--- config.mk ---
export PLATFORM = sky130hd
export DESIGN_NAME = shreg_piso_tx_flat
export DESIGN_NICKNAME = d
export VERILOG_FILES = /design/src/rtl/shreg_piso_tx_if.sv /design/src/rtl/shreg_piso_tx.sv /design/src/flat_wrapper.sv
export SDC_FILE = /design/constraint.sdc
export NUM_CORES = 1
export LEC_CHECK = 0
export CAP_MARGIN = 20
export CORE_ASPECT_RATIO = 0.9
export CORE_MARGIN = 1
export CORE_UTILIZATION = 44
export DETAILED_ROUTE_END_ITERATION = 10
export MAX_ROUTING_LAYER = met4
export PLACE_DENSITY = 0.73
export SYNTH_ARGS = -nofsm -noshare
export SYNTH_HDL_FRONTEND = slang
export SYNTH_SLANG_ARGS = --single-unit
--- constraint.sdc ---
create_clock -name clk -period 1.47 [get_ports clk]
set_input_delay 0.294 -clock clk [delete_from_list [all_inputs] [get_ports clk]]
set_output_delay 0.294 -clock clk [all_outputs]
set_load 0.05 [all_outputs]
--- src/rtl/shreg_piso_tx_if.sv ---
// shreg_piso_tx_if: parallel-word input and serial-bit output
// handshakes of the PISO transmitter.
interface shreg_piso_tx_if #(
  parameter int WIDTH = 8,
  parameter int LEN_W = 3
) ();

  logic             in_valid;
  logic             in_ready;
  logic [WIDTH-1:0] in_data;
  logic [LEN_W-1:0] in_len;
  logic             out_valid;
  logic             out_ready;
  logic             out_bit;
  logic             out_last;

  modport slave (
    input  in_valid,
    input  in_data,
    input  in_len,
    input  out_ready,
    output in_ready,
    output out_valid,
    output out_bit,
    output out_last
  );

  modport master (
    output in_valid,
    output in_data,
    output in_len,
    output out_ready,
    input  in_ready,
    input  out_valid,
    input  out_bit,
    input  out_last
  );

endinterface

--- src/rtl/shreg_piso_tx.sv ---
// shreg_piso_tx: parallel-in serial-out transmitter, MSB first,
// variable frame length, zero-bubble back-to-back frames.
module shreg_piso_tx #(
  parameter int               WIDTH = 8,
  parameter int               LEN_W = 3,
  parameter logic [WIDTH-1:0] INIT  = {WIDTH{1'b0}}
) (
  input  logic               clk,
  input  logic               rst_n,
  shreg_piso_tx_if.slave     bus
);

  typedef enum logic {
    S_IDLE,
    S_SHIFT
  } state_e;

  localparam logic [LEN_W:0] MAX_LEN = (LEN_W+1)'(WIDTH - 1);

  state_e           state_q;
  state_e           state_d;
  logic [WIDTH-1:0] sreg_q;
  logic [WIDTH-1:0] sreg_d;
  logic [LEN_W-1:0] cnt_q;
  logic [LEN_W-1:0] cnt_d;
  logic             live_q;
  logic             live_d;

  logic [LEN_W-1:0] len_eff;
  logic [LEN_W:0]   shamt;
  logic [WIDTH-1:0] load_word;
  logic             cnt_zero;
  logic             in_ready;
  logic             out_valid;
  logic             out_bit;
  logic             out_last;
  logic             accept;
  logic             beat;

  assign cnt_zero = (cnt_q == '0);
  assign accept   = bus.in_valid & in_ready;
  assign beat     = out_valid & bus.out_ready;

  assign bus.in_ready  = in_ready;
  assign bus.out_valid = out_valid;
  assign bus.out_bit   = out_bit;
  assign bus.out_last  = out_last;

  // Clamp an illegal length and align bit in_len to the MSB.
  always_comb begin
    len_eff = bus.in_len;
    if ({1'b0, bus.in_len} > MAX_LEN) begin
      len_eff = MAX_LEN[LEN_W-1:0];
    end
    shamt     = MAX_LEN - {1'b0, len_eff};
    load_word = bus.in_data << shamt;
  end

  // State, shift register and counter; live_q holds off in_ready
  // until the first edge after reset release.
  always_ff @(posedge clk or negedge rst_n) begin
    if (!rst_n) begin
      state_q <= S_IDLE;
      sreg_q  <= INIT;
      cnt_q   <= '0;
      live_q  <= 1'b0;
    end else begin
      state_q <= state_d;
      sreg_q  <= sreg_d;
      cnt_q   <= cnt_d;
      live_q  <= live_d;
    end
  end

  // Next state: a frame end with a waiting word stays in SHIFT.
  always_comb begin
    state_d = state_q;
    live_d  = 1'b1;
    unique case (state_q)
      S_IDLE: begin
        if (accept) state_d = S_SHIFT;
      end
      S_SHIFT: begin
        if (beat && cnt_zero) begin
          state_d = accept ? S_SHIFT : S_IDLE;
        end
      end
      default: state_d = S_IDLE;
    endcase
  end

  // Datapath update: load on accept, shift on a non-final beat.
  always_comb begin
    sreg_d = sreg_q;
    cnt_d  = cnt_q;
    if (accept) begin
      sreg_d = load_word;
      cnt_d  = len_eff;
    end else if (beat && !cnt_zero) begin
      sreg_d = {sreg_q[WIDTH-2:0], 1'b0};
      cnt_d  = cnt_q - 1'b1;
    end
  end

  // Outputs; the only comb path is out_ready -> in_ready.
  always_comb begin
    in_ready  = 1'b0;
    out_valid = 1'b0;
    out_last  = 1'b0;
    out_bit   = sreg_q[WIDTH-1];
    unique case (state_q)
      S_IDLE: begin
        in_ready = live_q;
      end
      S_SHIFT: begin
        out_valid = 1'b1;
        out_last  = cnt_zero;
        in_ready  = bus.out_ready & cnt_zero;
      end
      default: begin
        in_ready = 1'b0;
      end
    endcase
  end

  // A stalled bit must not change under the sink.
  a_stall_hold: assert property (
    @(posedge clk) disable iff (!rst_n)
    (out_valid && !bus.out_ready) |=>
      (out_valid && $stable(out_bit) && $stable(out_last))
  );

  // The counter never exceeds the longest frame.
  a_cnt_range: assert property (
    @(posedge clk) disable iff (!rst_n)
    ({1'b0, cnt_q} <= MAX_LEN)
  );

endmodule

--- src/flat_wrapper.sv ---
// flat-port wrapper written by rule: the top's interface ports become plain ports
module shreg_piso_tx_flat 
#(
  parameter int               WIDTH = 8,
  parameter int               LEN_W = 3,
  parameter logic [WIDTH-1:0] INIT  = {WIDTH{1'b0}}
)
  (clk, rst_n, bus_in_valid, bus_in_data, bus_in_len, bus_out_ready, bus_in_ready, bus_out_valid, bus_out_bit, bus_out_last);
  shreg_piso_tx_if #(.WIDTH(WIDTH), .LEN_W(LEN_W)) bus_i ();
  input  logic clk;
  input  logic rst_n;
  input wire logic [$bits(bus_i.in_valid)-1:0] bus_in_valid;
  input wire logic [$bits(bus_i.in_data)-1:0] bus_in_data;
  input wire logic [$bits(bus_i.in_len)-1:0] bus_in_len;
  input wire logic [$bits(bus_i.out_ready)-1:0] bus_out_ready;
  output wire logic [$bits(bus_i.in_ready)-1:0] bus_in_ready;
  output wire logic [$bits(bus_i.out_valid)-1:0] bus_out_valid;
  output wire logic [$bits(bus_i.out_bit)-1:0] bus_out_bit;
  output wire logic [$bits(bus_i.out_last)-1:0] bus_out_last;
  assign bus_i.in_valid = bus_in_valid;
  assign bus_i.in_data = bus_in_data;
  assign bus_i.in_len = bus_in_len;
  assign bus_i.out_ready = bus_out_ready;
  assign bus_in_ready = bus_i.in_ready;
  assign bus_out_valid = bus_i.out_valid;
  assign bus_out_bit = bus_i.out_bit;
  assign bus_out_last = bus_i.out_last;
  shreg_piso_tx #(.WIDTH(WIDTH), .LEN_W(LEN_W), .INIT(INIT)) u_core (.clk(clk), .rst_n(rst_n), .bus(bus_i));
endmodule
### Yosys cells after proc, flatten, opt, wreduce, memory -nomap -nowiden

Index checks and enable logic that the tools add are counted.

* bits in read-only memories: 0
* input bits: 15
* register bits after elaboration: 13
* bits in latches: 0
* memories: 0
* memory bits (writable): 0

* mux-type cells: 10
* magnitude comparators: 0
* add/sub/neg operators: 2
* div/mod/pow operators: 0
* shifts and indexed selects: 1
* bitwise gates (word level): 4
* reduce and logical (&&, ||, !) cells: 5
* $mul: 0
* equality and inequality tests: 0

Operators with widths (count)
* 8-bit two-way mux: 2
* 8-bit by 4-bit left shift with 8-bit output: 1
* 3-bit two-way mux: 2
* 1-bit two-way mux: 4
* 1-bit case mux with 2 select lines: 2
* 3-bit by 3-bit subtractor with 4-bit output (first input constant): 1
* 1-bit bitwise AND: 3
* 3-bit logical NOT: 1
* 3-bit by 1-bit subtractor with 3-bit output (second input constant): 1
* 1-bit logical AND: 2
* 2-bit nonzero test: 1
* 1-bit logical NOT: 1
* 1-bit inverter: 1

### Longest topological paths before layout

Gate-level depths: netlist of run 1.

* depth after elaboration: 7
* depth in mapped cells: 7
* gate-level depth less buffers: 6

### Worst setup path after synthesis of run 1

No wires, ideal clock.

* kind: register to register
* start point: reg u_core.state_q
* end point: reg u_core.sreg_q[6]
* arrival: 1.544 ns
* library setup time: 0.121 ns
* buffers on the path: 1
* stages on the path, launching flop included: 6
* required time: 1.349 ns
* period minus slack after synthesis: 1.665 ns
* setup slack: -0.195 ns
* path through: dfrtp_1 and4b_1 o21a_1 buf_6 o21a_1 a22o_1

* longest elaborated chain between the ends: 4

Ends and longest elaborated chain
* start: declaration: line shreg_piso_tx.sv:20 `state_e state_q;`
* start signal: assignment: line shreg_piso_tx.sv:68 `state_q <= state_d;`
* 1-bit inverter / 1-bit two-way mux (equally long branches): line shreg_piso_tx.sv:111 `unique case (state_q)`
* 1-bit case mux with 2 select lines / 1-bit bitwise AND (equally long branches): line shreg_piso_tx.sv:111, shreg_piso_tx.sv:42
* 1-bit bitwise AND / 1-bit logical AND (equally long branches): line shreg_piso_tx.sv:41, shreg_piso_tx.sv:99
* 8-bit two-way mux / 2-bit nonzero test (equally long branches)
* end signal: assignment: line shreg_piso_tx.sv:69 `sreg_q <= sreg_d;`
* end: declaration: line shreg_piso_tx.sv:22 `logic [WIDTH-1:0] sreg_q;`

Parallel ways exist; a longest one is shown, timed or not.
A chain may end at the register's enable or synchronous reset.

### Final worst setup path of run 1

* start point: reg u_core.cnt_q[1]
* end point: out bus_in_ready

* longest elaborated chain between the ends: 3

Ends and longest elaborated chain
* start: declaration: line shreg_piso_tx.sv:24 `logic [LEN_W-1:0] cnt_q;`
* start signal: assignment: line shreg_piso_tx.sv:70 `cnt_q <= cnt_d;`
* 3-bit logical NOT: line shreg_piso_tx.sv:40 `assign cnt_zero = (cnt_q == '0);`
* 1-bit bitwise AND: line shreg_piso_tx.sv:118 `in_ready = bus.out_ready & cnt_zero;`
* 1-bit case mux with 2 select lines: line shreg_piso_tx.sv:111
* end: declaration: line flat_wrapper.sv:16 `output wire logic [$bits(bus_i.in_ready)-1:0] bus_in_ready;`

No other way between the ends.

==> results of run 1 <==
[critical path: stages (launching register included)]
cell,delay (ns)
dfrtp_1,0.38
inv_2,0.07
ha_4,0.16
and4b_1,0.20
or2_4,0.25
buf_8,0.15
[per-layer routing]
metal,GRT usage (%),wire length (um),vias to the layer above
met1,34.26,1228,461
met5,-,0,-
li1,-,-,443
met2,47.03,1416,21
met4,5.714,18,0
met3,6.397,99,4
[Yosys cell counts (2+ instances only)]
master,count,area [um2]
a21oi_1,3,15.01
a31oi_1,3,18.77
buf_2,2,10.01
buf_6,2,22.52
dfrtp_1,13,325.3
ha_1,2,25.02
inv_1,3,11.26
mux2i_1,8,80.08
mux4_1,2,52.55
nand2_1,16,60.06
nor2_1,2,7.510
nor2b_1,2,12.51
nor3b_1,2,15.01
o21a_1,3,22.52
o21ai_0,5,25.02
[cell families (layout without fill, tap and decap cells)]
kind of cell	count (synthesis)	after routing	synth area share (%)
compound gates	24	24	19.11
xor+xnor	1	1	0.9697
fa+ha+maj	2	2	2.770
buf+inv	8	62	5.263
flops	13	13	36.01
mux	12	12	18.42
other cells	1	1	0.4151
simple gates	30	30	17.04
[metrics by stage]
step	hold slack, ns	utilization [%]	total power [mW]	worst slack (ns)
after floorplan	-0.001591	-	1.317	-0.05854
after global placement	0.4719	68.48	1.931	-0.4754
after detailed placement	0.4744	68.48	1.979	-0.5136
after CTS	0.3114	75.79	2.496	-0.2469
after global routing	0.3245	77.67	2.777	-0.3379
final	0.3017	77.67	2.626	-0.3172
[placed cells by master, fill, tap and decap left out, drive strengths merged, types with 2 or more instances in the layout]
cell and count:
buf 41, nand2 16, clkdlybuf4s50 13, dfrtp 13
mux2i 8, o21ai 6, a31oi 3, a21oi 3
clkbuf 3, inv 3, mux4 3, o21a 3
or2 2, and2 2, nor2 2, nor2b 2
nor3b 2, ha 2
[what timing repair did]
action	in CTS	in global routing
hold endpoints to repair	0	0
resized for setup	22	4
pin swaps	6	0
setup buffers	6	3
setup endpoints to repair	13	14
[power by group]
part / switching [mW] / internal, mW / total, mW / leakage (nW)
Sequential: 0.107 / 0.511 / 0.618 / 0.159
Combinational: 0.784 / 0.986 / 1.77 / 0.521
Clock: 0.136 / 0.102 / 0.238 / 0.0177
[sequential cells by signal, indices dropped and copies added (netlist names)]
name            flops
u_core.live_q       1
u_core.state_q      1
u_core.cnt_q        3
u_core.sreg_q       8
[worst paths after layout]
path	start	endpoint	slack (ns)
max	u_core.cnt_q[1]	bus_in_ready	-0.32
min	rst_n	u_core.state_q	0.30
max reg2reg	u_core.cnt_q[1]	u_core.sreg_q[2]	-0.24
min reg2reg	u_core.sreg_q[1]	u_core.sreg_q[1]	0.50
max in group asynchronous	rst_n	u_core.state_q	0.99
min in group clk	u_core.sreg_q[1]	u_core.sreg_q[1]	0.50
[cell type report]
type	instances	share of cell area (%)
Multi-Input combinational cell	70	39.83
Clock inverter	1	0.3333
Inverter	3	0.7500
Sequential cell	13	21.75
Timing Repair Buffer	55	33.75
Clock buffer	3	1.500
Tap cell	25	2.083
==> metrics, run 1 <==
Layout Cell Area excl Fill 1501 um2; core area 1933 um2; Leak about 0.70 nW; flops & latches, synth 13; Placed Area about 1300 um2; Worst Path Max Fanout 3; status finished with violations; Post-synth ARST share between 90% and 100%; Die X-Extent approximately 50 um; yosys warns 0; Synth Flop Type dfrtp_1; vias in the first global route 915; clock-pin slew on the worst setup and hold paths ~0.08 ns; DR DRC count 0; Worst setup EP type output pin; DR pass1 iterations 5; Worst-Skew Late Latency ~0.29 ns; die height ~45 um; Crit Path Class reg2out; area delta synth->final 66.21%; CTS tree yes; placement row count 15; worst setup margin -0.3172 ns; Num CTS Buffers 3; Synth Net Count between 100 and 150; register area 326.6 um2; Routed WL per cell around 16 um; area occupied by multi-input gates 598.1 um2; Worst setup SP type flop; via count 929; maximum vdd drop 1.578 mV; global placement routability congestion about 0.87; EDFF count, synth 0; Fmax ~560 MHz; global-route wire length before repair around 4400 um; Fin Setup TNS -2.394 ns; min Tclk post-route between 1.5 and 2 ns; PortBufs 18; vias per cell approximately 5.5; Syn Std Cell Area around 900 um2; root buf cell clkbuf_4; Final #Nets ~160; Post-Route WL between 2000 and 3000 um; fillers approximately 110; post-route insts no fill between 150 and 200; Hold Path Class in2async; clk buf depth 2; unrepaired setup endpoints after global routing yes; grt ovf 0; Worst R2R Path Depth 9; Die ar. ~2200 um2; I/O Pins 19; diode count 0; post-synthesis sequential area ratio between 30 and 40%; layout cell share with drive strength beyond 1 ~46%; placed cells 157; Worst EP arrival roughly 1.5 ns; Detailed Place HPWL approximately 1800 um; Fin. Hold Viols 0; Final period util 121.6%; failing checks setup timing; Post-Syn Instances 91; syn_area_per_cell 9.927 um2; Total Routing Usage GR ~28%; hold buffers post-CTS 0; power per cell area approximately 1700 nW/um2; CTS Sinks 13; initial antenna violation count 0; CP required around 1.2 ns; Final Max Tran Viols 0; post-synth cell types 38; clk_skew ~0.001 ns; # Max-Cap Violations 0; largest net degree at the start of global routing 14; Routed Antenna Nets 0; # setup viols final 14; Initial Utilization between 40% and 50%; H-tree depth 1; drt first-iter violations 33
No activity file was read; power rests on OpenSTA's default activity.
==> run 2, diff against run 1 <==
--- a/config.mk
+++ b/config.mk
@@ -10,6 +10,7 @@
 export CORE_MARGIN = 1
 export CORE_UTILIZATION = 44
 export DETAILED_ROUTE_END_ITERATION = 10
+export GPL_TIMING_DRIVEN = 0
 export MAX_ROUTING_LAYER = met4
 export PLACE_DENSITY = 0.73
 export SYNTH_ARGS = -nofsm -noshare
==> run 2 against run 1 <==
Clock-buffer cell count up 1; clock skew up 0.0077 ns; non-clock buffer count down 27; critical path type unchanged; global-route usage down 6.5 points; register-to-register slack better by 0.03 ns; the flow still finishes with violations (setup timing); sequential share of layout area up 4.1 points; clock power down 7%; critical path depth unchanged; sequential cell count unchanged; combinational power down 25%.
==> metrics, run 2 (synthesis results as in run 1) <==
Psw 0.9030 mW (was 1.028 mW); worst setup margin -0.2622 ns (was -0.3172 ns); layout cell share with drive strength beyond 1 32.20% (was 45.52%); final core occ 65.24% (was 77.67%); Rel. slew slack 60.46%; global-route wire length before repair 3332 um (was 4360 um); Crit Path Class reg2out (unchanged); CTS tree yes (unchanged); commonest non-fill, non-tap cell in the layout nand2_1 (was buf_4); Worst setup SP type flop (unchanged); Die X-Extent 49.76 um (unchanged); diode count 0 (unchanged); Net Sw Frac 41.71% (was 39.13%); Clock power frac 10.2% (was 9.0%); Routed WL per cell 15.18 um (was 16.25 um); root buf cell clkbuf_4 (unchanged); power per cell area 1717 nW/um2 (was 1749 nW/um2); CP Capture Point bus_in_ready (unchanged); Worst-Skew Late Latency 0.28 ns (was 0.29 ns); Reg-to-Reg End u_core.sreg_q[6] (was u_core.sreg_q[2]); unrepaired setup endpoints after global routing yes (unchanged); maximum vdd drop 1.490 mV (was 1.578 mV); slowest CP cell dfrtp_1 (unchanged); hold buffers post-CTS 0 (unchanged); area delta synth->final 39.61% (was 66.21%); Final Max Tran Viols 0 (unchanged); Final period util 117.8% (was 121.6%); post-route insts no fill 143 (was 170); # Max-Cap Violations 0 (unchanged); total power 2.165 mW (was 2.626 mW); measured slew at the worst slew-check pin roughly 0.6 ns; Fmax 577.3 MHz (was 559.5 MHz); Final #Nets 136 (was 163); cells along the critical path inv_2, ha_4, and4b_1, or2_4, buf_8 (unchanged); Combinational Power Share 60.9% (was 67.4%); grt ovf 0 (unchanged); Hold Path Class in2reg (was in2async); Die ar. 2238 um2 (unchanged); core area 1933 um2 (unchanged); Worst R2R Start u_core.cnt_q[0] (was u_core.cnt_q[1]); Num CTS Buffers 3 (unchanged); Post-Route WL 2171 um (was 2763 um); die height 44.99 um (unchanged); PortBufs 15 (was 18); Fin. Hold Viols 0 (unchanged); # setup viols final 10 (was 14); Fin Setup TNS -1.231 ns (was -2.394 ns); largest net degree at the start of global routing 14 (unchanged); biggest regs u_core.sreg_q: 8 flops, u_core.cnt_q: 3 flops (unchanged); failing checks setup timing (unchanged); H-tree depth 1 (unchanged); vias per cell 5.629 (was 5.465); r2r setup slk -0.21 ns (was -0.24 ns); placed cells 131 (was 157); initial antenna violation count 0 (unchanged); min Tclk post-route 1.732 ns (was 1.787 ns); DR pass1 iterations 4 (was 5); Leak 0.5446 nW (was 0.6973 nW); origin of the worst setup path u_core.cnt_q[0] (was u_core.cnt_q[1]); Routed Antenna Nets 0 (unchanged); Total Routing Usage GR 21.28% (was 27.74%); final hold slack 0.2992 ns (was 0.3017 ns); DR DRC count 0 (unchanged); Biggest register u_core.sreg_q (unchanged); max reg flops 8 (unchanged); status finished with violations (unchanged); Worst R2R Path Depth 8 (was 9); Flop pwr share 28.9% (was 23.5%); Pint 1.262 mW (was 1.599 mW); CTS Sinks 13 (unchanged); Initial Utilization 46.73% (unchanged); placement row count 15 (unchanged); global placement routability congestion 0.7754 (was 0.8741); clk_skew 0.008696 ns (was 0.0009723 ns); clk buf depth 2 (unchanged); max incr delay on CP 0.37 ns (was 0.38 ns); Worst setup EP type output pin (unchanged); vias in the first global route 736 (was 915); drt first-iter violations 23 (was 33); via count 805 (was 929); most frequent cells in the layout 15 x nand2_1, 12 x dfrtp_1, 10 x clkdlybuf4s50_1 (was 33 x buf_4, 16 x nand2_1, 13 x clkdlybuf4s50_1); Detailed Place HPWL 1437 um (was 1817 um); CP required 1.18 ns (about the same); I/O Pins 19 (unchanged); clock-pin slew on the worst setup and hold paths 0.07 ns (was 0.08 ns); Worst Path Max Fanout 3 (unchanged); Worst EP arrival 1.44 ns (was 1.49 ns)
run 2: cell count changes in the layout (fill, tap and decap cells not counted), moves of 2 or more:
cell	change
buf_4	-26
buf_12	-2
clkdlybuf4s50_1	-3
o21ai_2	-2
buf_2	+2
buf_6	-2
run 2: area by class of cell:
type	count	area, um2
inverters	3	11.26
well taps	25	31.28
plain buffers	5	40.04
clock buffers	4	26.28
flip-flops and latches	13	326.6
repair buffers	23	232.7
multi-input cells	70	593.1
fillers	145	671.9
run 2: routing by layer:
layer	global-route usage, %	wire length (um)	up-vias
met2	32.43	1086	23
met1	28.14	963	393
met5	-	0	-
met3	7.071	113	2
li1	-	-	387
met4	3.429	7	0
run 2: how the worst min path moves through the flow:
| stage | to | slack [ns] | cells after the start | from |
|---|---|---|---|---|
| after floorplan | u_core.cnt_q[0] | -0.002 | 0 | rst_n |
| after global placement | u_core.sreg_q[1] | 0.47 | 2 | u_core.sreg_q[1] |
| after detailed placement | u_core.sreg_q[1] | 0.47 | 2 | u_core.sreg_q[1] |
| after CTS | u_core.cnt_q[0] | 0.31 | 3 | bus_in_len[0] |
| after global routing | u_core.cnt_q[0] | 0.31 | 3 | bus_in_len[0] |
| final | u_core.cnt_q[0] | 0.30 | 3 | bus_in_len[0] |
run 2: critical path: cells and delay by family (launching register included):
kind,cells,cell delay (ns)
adder cells (fa/ha/maj),1,0.16
buffers and inverters,2,0.21
flip-flops,1,0.37
AND/OR/NAND/NOR,2,0.42
run 2: power by group through the flow:
stage / Sequential [mW] / Combinational, mW / Clock [mW]
global route: 0.642 / 1.42 / 0.237
floorplan: 0.696 / 0.621 / 0
finish: 0.626 / 1.32 / 0.221
CTS: 0.616 / 1.22 / 0.226
global placement: 0.613 / 0.947 / 0
detailed placement: 0.616 / 0.970 / 0
run 2: timing repair:
item,4_1_cts,5_1_grt
endpoints found under the hold margin,0,0
pin swaps,5,2
endpoints found under the setup margin,16,14
buffers inserted,6,2
gates resized for setup,37,6
run 2: per-stage QoR:
stage | worst slack, ns | area [um2]
final | -0.2622 | 1261
after global routing | -0.3273 | 1261
after CTS | -0.2426 | 1235
after detailed placement | -0.7981 | 1094
after global placement | -0.7980 | 1094
after floorplan | -0.05854 | 912.1
